==> config.mk <==
export PLATFORM = sky130hd
export DESIGN_NAME = mem_stage
export DESIGN_NICKNAME = d
export VERILOG_FILES = /design/src/rtl/mem_stage_pkg.sv /design/src/rtl/mem_lane_align.sv /design/src/rtl/mem_stage.sv
export SDC_FILE = /design/constraint.sdc
export NUM_CORES = 1
export LEC_CHECK = 0
export CORE_AREA = 8 8 176 178
export CTS_CLUSTER_SIZE = 10
export DETAILED_ROUTE_END_ITERATION = 16
export DIE_AREA = 0 0 184 186
export DONT_BUFFER_PORTS = 1
export REMOVE_ABC_BUFFERS = 1
export SLEW_MARGIN = 15
export SYNTH_ARGS = -nofsm -noshare
export SYNTH_HDL_FRONTEND = slang
export SYNTH_SLANG_ARGS = --single-unit
==> constraint.sdc <==
create_clock -name clk -period 3.45 [get_ports clk]
set_clock_uncertainty 0.05 [all_clocks]
set_input_delay 0.8625 -clock clk [delete_from_list [all_inputs] [get_ports clk]]
set_output_delay 0.8625 -clock clk [all_outputs]
set_load 0.01 [all_outputs]
==> src/rtl/mem_stage_pkg.sv <==
// Shared encodings for the memory pipeline stage: FSM states, access sizes,
// control-bit positions and pipeline-bus field offsets.
package mem_stage_pkg;

  localparam logic [1:0] StIdle   = 2'd0;
  localparam logic [1:0] StAccess = 2'd1;
  localparam logic [1:0] StDone   = 2'd2;
  localparam logic [1:0] StDrain  = 2'd3;

  localparam logic [1:0] SizeByte = 2'b00;
  localparam logic [1:0] SizeHalf = 2'b01;
  localparam logic [1:0] SizeWord = 2'b10;

  localparam int unsigned CtlLoad   = 4;
  localparam int unsigned CtlStore  = 3;
  localparam int unsigned CtlSizeHi = 2;
  localparam int unsigned CtlSizeLo = 1;
  localparam int unsigned CtlSext   = 0;

  localparam int unsigned PcLsb  = 96;
  localparam int unsigned Pc4Lsb = 64;
  localparam int unsigned AoLsb  = 32;
  localparam int unsigned RtLsb  = 0;

  function automatic logic misaligned(input logic [1:0] size, input logic [1:0] addr_lo);
    return ((size == SizeHalf) && addr_lo[0]) || ((size == SizeWord) && (addr_lo != 2'b00));
  endfunction

endpackage

==> src/rtl/mem_lane_align.sv <==
// Byte-lane steering: store byte enables and data replication, and load
// lane extraction with optional sign extension (little-endian lanes).
module mem_lane_align
  import mem_stage_pkg::*;
(
  input  logic [1:0]  size_i,
  input  logic [1:0]  addr_lo_i,
  input  logic        sext_i,
  input  logic [31:0] st_data_i,
  input  logic [31:0] rdata_i,
  output logic [3:0]  be_o,
  output logic [31:0] wdata_o,
  output logic [31:0] ld_data_o
);

  logic [7:0]  byte_sel;
  logic [15:0] half_sel;

  assign byte_sel = rdata_i[{addr_lo_i, 3'b000} +: 8];
  assign half_sel = addr_lo_i[1] ? rdata_i[31:16] : rdata_i[15:0];

  always_comb begin
    be_o      = 4'b1111;
    wdata_o   = st_data_i;
    ld_data_o = rdata_i;
    case (size_i)
      SizeByte: begin
        be_o      = 4'b0001 << addr_lo_i;
        wdata_o   = {4{st_data_i[7:0]}};
        ld_data_o = {{24{sext_i & byte_sel[7]}}, byte_sel};
      end
      SizeHalf: begin
        be_o      = 4'b0011 << addr_lo_i;
        wdata_o   = {2{st_data_i[15:0]}};
        ld_data_o = {{16{sext_i & half_sel[15]}}, half_sel};
      end
      default: ;
    endcase
  end

endmodule

==> src/rtl/mem_stage.sv <==
// Memory pipeline stage: holds one instruction, performs its data-memory
// access with a bounded ack wait, and flags alignment and bus errors.
module mem_stage
  import mem_stage_pkg::*;
#(
  parameter int unsigned TIMEOUT = 15
) (
  input  logic         clk,
  input  logic         reset,
  input  logic         cancel,
  input  logic         exe_over,
  input  logic         wb_allow_in,
  output logic         mem_allow_in,
  output logic         mem_over,
  input  logic [127:0] mem_in,
  input  logic [4:0]   mem_control,
  output logic [127:0] mem_out,
  output logic [31:0]  fwd_ao,
  output logic [31:0]  fwd_pc4,
  output logic         dm_req,
  output logic [3:0]   dm_we,
  output logic [31:0]  dm_addr,
  output logic [31:0]  dm_wdata,
  input  logic         dm_ack,
  input  logic [31:0]  dm_rdata,
  output logic         adel,
  output logic         ades,
  output logic         bus_err,
  output logic [31:0]  bad_vaddr
);

  localparam int unsigned CntW = $clog2(TIMEOUT + 1);

  logic [1:0]      state_q, state_d;
  logic            valid_q, valid_d;
  logic [127:0]    data_q, data_d;
  logic [4:0]      ctl_q, ctl_d;
  logic [CntW-1:0] cnt_q, cnt_d;
  logic [31:0]     ld_data_q, ld_data_d;
  logic            bus_err_q, bus_err_d;

  logic [31:0] ao_q, rt_q, in_ao;
  logic        capture, in_mem_op, cur_mis, timeout_hit;
  logic [3:0]  lane_be;
  logic [31:0] lane_wdata, lane_ld;

  assign ao_q  = data_q[AoLsb +: 32];
  assign rt_q  = data_q[RtLsb +: 32];
  assign in_ao = mem_in[AoLsb +: 32];

  assign capture   = mem_allow_in & exe_over;
  // Only aligned loads/stores ever touch the bus; everything else completes in IDLE.
  assign in_mem_op = (mem_control[CtlLoad] | mem_control[CtlStore]) &
                     ~misaligned(mem_control[CtlSizeHi:CtlSizeLo], in_ao[1:0]);
  assign cur_mis     = misaligned(ctl_q[CtlSizeHi:CtlSizeLo], ao_q[1:0]);
  assign timeout_hit = (cnt_q == CntW'(TIMEOUT - 1));

  mem_lane_align u_lane (
    .size_i    (ctl_q[CtlSizeHi:CtlSizeLo]),
    .addr_lo_i (ao_q[1:0]),
    .sext_i    (ctl_q[CtlSext]),
    .st_data_i (rt_q),
    .rdata_i   (dm_rdata),
    .be_o      (lane_be),
    .wdata_o   (lane_wdata),
    .ld_data_o (lane_ld)
  );

  assign mem_over     = valid_q & ((state_q == StIdle) | (state_q == StDone));
  assign mem_allow_in = (state_q != StDrain) & (~valid_q | (mem_over & wb_allow_in));
  assign dm_req       = (state_q == StAccess) | (state_q == StDrain);
  assign dm_we        = ((state_q == StAccess) && ctl_q[CtlStore] && !ctl_q[CtlLoad]) ?
                        lane_be : 4'b0000;
  assign dm_addr      = {ao_q[31:2], 2'b00};
  assign dm_wdata     = lane_wdata;

  assign adel      = valid_q & ctl_q[CtlLoad] & cur_mis;
  assign ades      = valid_q & ctl_q[CtlStore] & ~ctl_q[CtlLoad] & cur_mis;
  assign bus_err   = valid_q & bus_err_q;
  assign bad_vaddr = (adel | ades) ? ao_q : 32'd0;

  assign mem_out = {data_q[PcLsb +: 32], data_q[Pc4Lsb +: 32], ao_q, ld_data_q};
  assign fwd_ao  = ao_q;
  assign fwd_pc4 = data_q[Pc4Lsb +: 32];

  always_comb begin
    state_d   = state_q;
    valid_d   = valid_q;
    data_d    = data_q;
    ctl_d     = ctl_q;
    cnt_d     = '0;
    ld_data_d = ld_data_q;
    bus_err_d = bus_err_q;

    if (capture) begin
      data_d    = mem_in;
      ctl_d     = mem_control;
      ld_data_d = '0;
      bus_err_d = 1'b0;
    end

    if (cancel) begin
      valid_d = 1'b0;
    end else if (mem_allow_in) begin
      valid_d = exe_over;
    end

    case (state_q)
      StIdle: begin
        if (!cancel && capture && in_mem_op) state_d = StAccess;
      end
      StAccess: begin
        cnt_d = cnt_q + 1'b1;
        if (dm_ack || timeout_hit) begin
          // A cancel that coincides with completion needs no drain.
          state_d   = cancel ? StIdle : StDone;
          ld_data_d = (dm_ack && ctl_q[CtlLoad]) ? lane_ld : 32'd0;
          bus_err_d = ~dm_ack;
        end else if (cancel) begin
          state_d = StDrain;
        end
      end
      StDrain: begin
        cnt_d = cnt_q + 1'b1;
        if (dm_ack || timeout_hit) state_d = StIdle;
      end
      StDone: begin
        if (cancel) begin
          state_d = StIdle;
        end else if (wb_allow_in) begin
          state_d = (capture && in_mem_op) ? StAccess : StIdle;
        end
      end
      default: state_d = StIdle;
    endcase
  end

  always_ff @(posedge clk) begin
    if (reset) begin
      state_q   <= StIdle;
      valid_q   <= 1'b0;
      data_q    <= '0;
      ctl_q     <= '0;
      cnt_q     <= '0;
      ld_data_q <= '0;
      bus_err_q <= 1'b0;
    end else begin
      state_q   <= state_d;
      valid_q   <= valid_d;
      data_q    <= data_d;
      ctl_q     <= ctl_d;
      cnt_q     <= cnt_d;
      ld_data_q <= ld_data_d;
      bus_err_q <= bus_err_d;
    end
  end

endmodule

==> metrics.md <==
| Metric | Value |
|---|---|
| IO buf count | `0` |
| YS warnings | `0` |
| Initial core utilization | `31.30%` |
| Global-route wire length before repair | `~39000 µm` |
| Seq cells post-synth | `~170` |
| Routed vias/inst | `4.938` |
| Synth unique cells | `51` |
| Clock-pin slew on the worst setup and hold paths | `~0.070 ns` |
| Total power | `between 4 and 5 mW` |
| DR DRC count | `0` |
| Worst path slowest cell | `dfxtp_1` |
| RePlAce Congestion | `about 0.84` |
| Hold buffers post-CTS | `0` |
| Max Slew Vio Count | `0` |
| Ys async rst share | `0%` |
| Die Wd | `184 µm` |
| Tmin final | `3.054 ns` |
| Yosys top cell area share | `around two fifths` |
| Clk buf depth | `2` |
| Post-DR wirelength/cell | `20.88 µm` |
| 1st-iter DRT viols | `433` |
| # diodes | `0` |
| Largest net degree at the start of global routing | `approximately 160` |
| Place WS | `approximately 0.85 ns` |
| TritonRoute pass-1 iters | `4` |
| CP Class | `register to output port` |
| H-tree depth | `4` |
| WP data arrival | `roughly 2.1 ns` |
| Met1 Use GR | `around 16%` |
| Status | `finished clean` |
| Gate Count Post-Synth | `approximately 1.1k` |
| CTS buffer count | `17` |
| # rows | `62` |
| Met2 global-route usage | `~24%` |
| Clock tree sinks | `about 170` |
| Inst Count DP | `~1.2k` |
| Final WL | `~26000 µm` |
| Syn-to-layout area delta | `-6.908%` |
| Detail Route Antenna Nets | `0` |
| Die Y | `approximately 190 µm` |
| Startpoint Class | `register` |
| Max-Cap Viols | `0` |
| CP Data Required Time | `roughly 2.5 ns` |
| # Post-CTS Setup Buffers | `0` |
| Worst skew pair latency | `roughly 0.42 ns` |
| Setup violations, final | `0` |
| CP max stage delay | `roughly 0.50 ns` |
| Grt met3 use | `between 7 and 8%` |
| Top cell type by total area after synthesis | `dfxtp_1` |
| Fraction of layout cells with a size suffix above 1 | `roughly 8.6%` |
| Slew margin rel. | `roughly three fifths` |
| Path category of the worst min-delay check | `register to register` |
| CTS tree | `done` |
| DP HPWL | `19720 µm` |
| PD cells | `568.7 mW/mm²` |
| CORE AREA | `0.02824 mm²` |
| Most frequent cells after synthesis | `nand2_1 (287), buf_4 (201), dfxtp_1 (173)` |
| Achievable Freq | `about 330 MHz` |
| CP max FO | `31` |
| Clock root cell | `clkbuf_16` |
| Vias in the first global route | `6192` |
| Count leader, synth | `nand2_1` |
| CP Capture Type | `output port` |
| Grt total ovfl | `0` |
| Cell Count, Final, Fillers Out | `1268` |
| Multi-input combinational cell area | `around 0.0035 mm²` |
| GRT Util Overall | `~15%` |
| Ys flop type | `dfxtp_1` |
| Sequential cell area fraction in the yosys report | `~39%` |
| Syn avg cell area | `slightly below 8 µm²` |
| Initial antenna violation count | `0` |
| Gr busiest metal | `met2` |
| Final net count | `roughly 1.0k` |
| Fillers | `3078` |
| Final Cycle Share | `88.51%` |
| CP Cell Sequence | `nor2_1, o31ai_2, nor3b_4, buf_4, and2_1` |
| DIE AREA | `between 0.03 and 0.04 mm²` |
| # IOs | `469` |
| Peak supply drop | `between 0.2 and 0.25 mV` |
| Post-synthesis cell area | `0.008838 mm²` |
| Post-CTS resize count | `0` |
| FF+latch area | `0.003465 mm²` |
| Final worst slack | `between 0.3 and 0.4 ns` |
| Worst-margin pin slew | `0.6208 ns` |
| Leakage power | `3.024 nW` |
| Synth area leaders | `dfxtp_1 (39%), buf_4 (17%), nand2_1 (12%)` |
| Number of enable flip-flop cells after synthesis | `0` |
| RSZ-0062 raised after global routing | `no` |
| Final hold vios | `0` |
| Via count | `~6.3k` |
[stage by stage]
| stage | utilization, % | instance area [µm²] | setup TNS (ns) | hold WS, ns |
|---|---|---|---|---|
| floorplan | - | 6997 | -146.28 | 0.3768 |
| global placement | 27.11 | 7655 | 0 | 0.3827 |
| detailed placement | 27.11 | 7655 | 0 | 0.3903 |
| CTS | 29.14 | 8228 | 0 | 0.4004 |
| global route | 29.14 | 8228 | 0 | 0.4210 |
| finish | 29.14 | 8228 | 0 | 0.3981 |
[cell families (layout without fill, tap and decap cells)]
group | Yosys count | in the layout | synth area share (%)
buffers and inverters | 281 | 52 | 21.14
multiplexers | 42 | 42 | 5.139
AO/OA/AOI/OAI | 214 | 214 | 14.26
other | 1 | 2 | 0.04243
XOR/XNOR | 2 | 2 | 0.1982
AND/OR/NAND/NOR | 397 | 397 | 19.76
adder cells (fa/ha/maj) | 2 | 2 | 0.2831
flip-flops | 173 | 173 | 39.18
[state kept, by name, summed over array words and instances, names as in the netlist]
signal / cells
data_q: 128
cnt_q: 4
ld_data_q: 32
state_q: 2
ctl_q: 5
bus_err_q: 1
valid_q: 1
[area by class of cell]
class	count	area share, %
multi-input combinational	659	42.93
sequential	173	42.11
tap	384	5.839
clock buffer	17	5.170
timing repair buffer	14	1.886
clock inverter	15	1.794
inverter	6	0.2737
[report_power, final]
| group | internal, mW | switching [mW] |
|---|---|---|
| sequential | 2.11 | 0.216 |
| combinational | 0.163 | 0.291 |
| clock | 0.964 | 0.937 |
[metal layers]
layer	wire length, µm	vias up
met5	0	-
met4	358	0
met3	3271	22
met2	12910	302
met1	9933	2974
li1	-	2964
[cells in the final DEF, fill, tap and decap left out, types with 7 or more instances in the layout]
master / Yosys / layout
a21oi_1: 152 / 152
a32o_1: 16 / 16
a32oi_1: 7 / 7
and2_1: 35 / 35
buf_4: 201 / 10
clkbuf_16: 0 / 17
dfxtp_1: 173 / 172
mux2_2: 17 / 17
mux2i_1: 24 / 24
nand2_1: 287 / 287
nand2b_1: 20 / 20
nand3_1: 17 / 17
nor2_1: 10 / 10
nor2b_1: 11 / 11
o21ai_0: 14 / 14
o221ai_1: 8 / 8
[path summary, 6_finish.rpt]
path                            slack [ns]  cells after the start       endpoint        from
worst max register to register        1.26                      5   ld_data_q[4]    ctl_q[1]
worst min register to register        0.40                      2     data_q[16]  data_q[16]
worst min-delay path                  0.40                      2     data_q[16]  data_q[16]
worst max-delay path                  0.40                      5  bad_vaddr[15]  data_q[32]
[worst max-delay path, delay by kind of cell (launching register included)]
kind            cells  cell delay [ns]
flops               1             0.50
compound gates      1             0.29
buf+inv             1             0.30
simple gates        3             0.60
No activity file was read; power rests on OpenSTA's default activity.
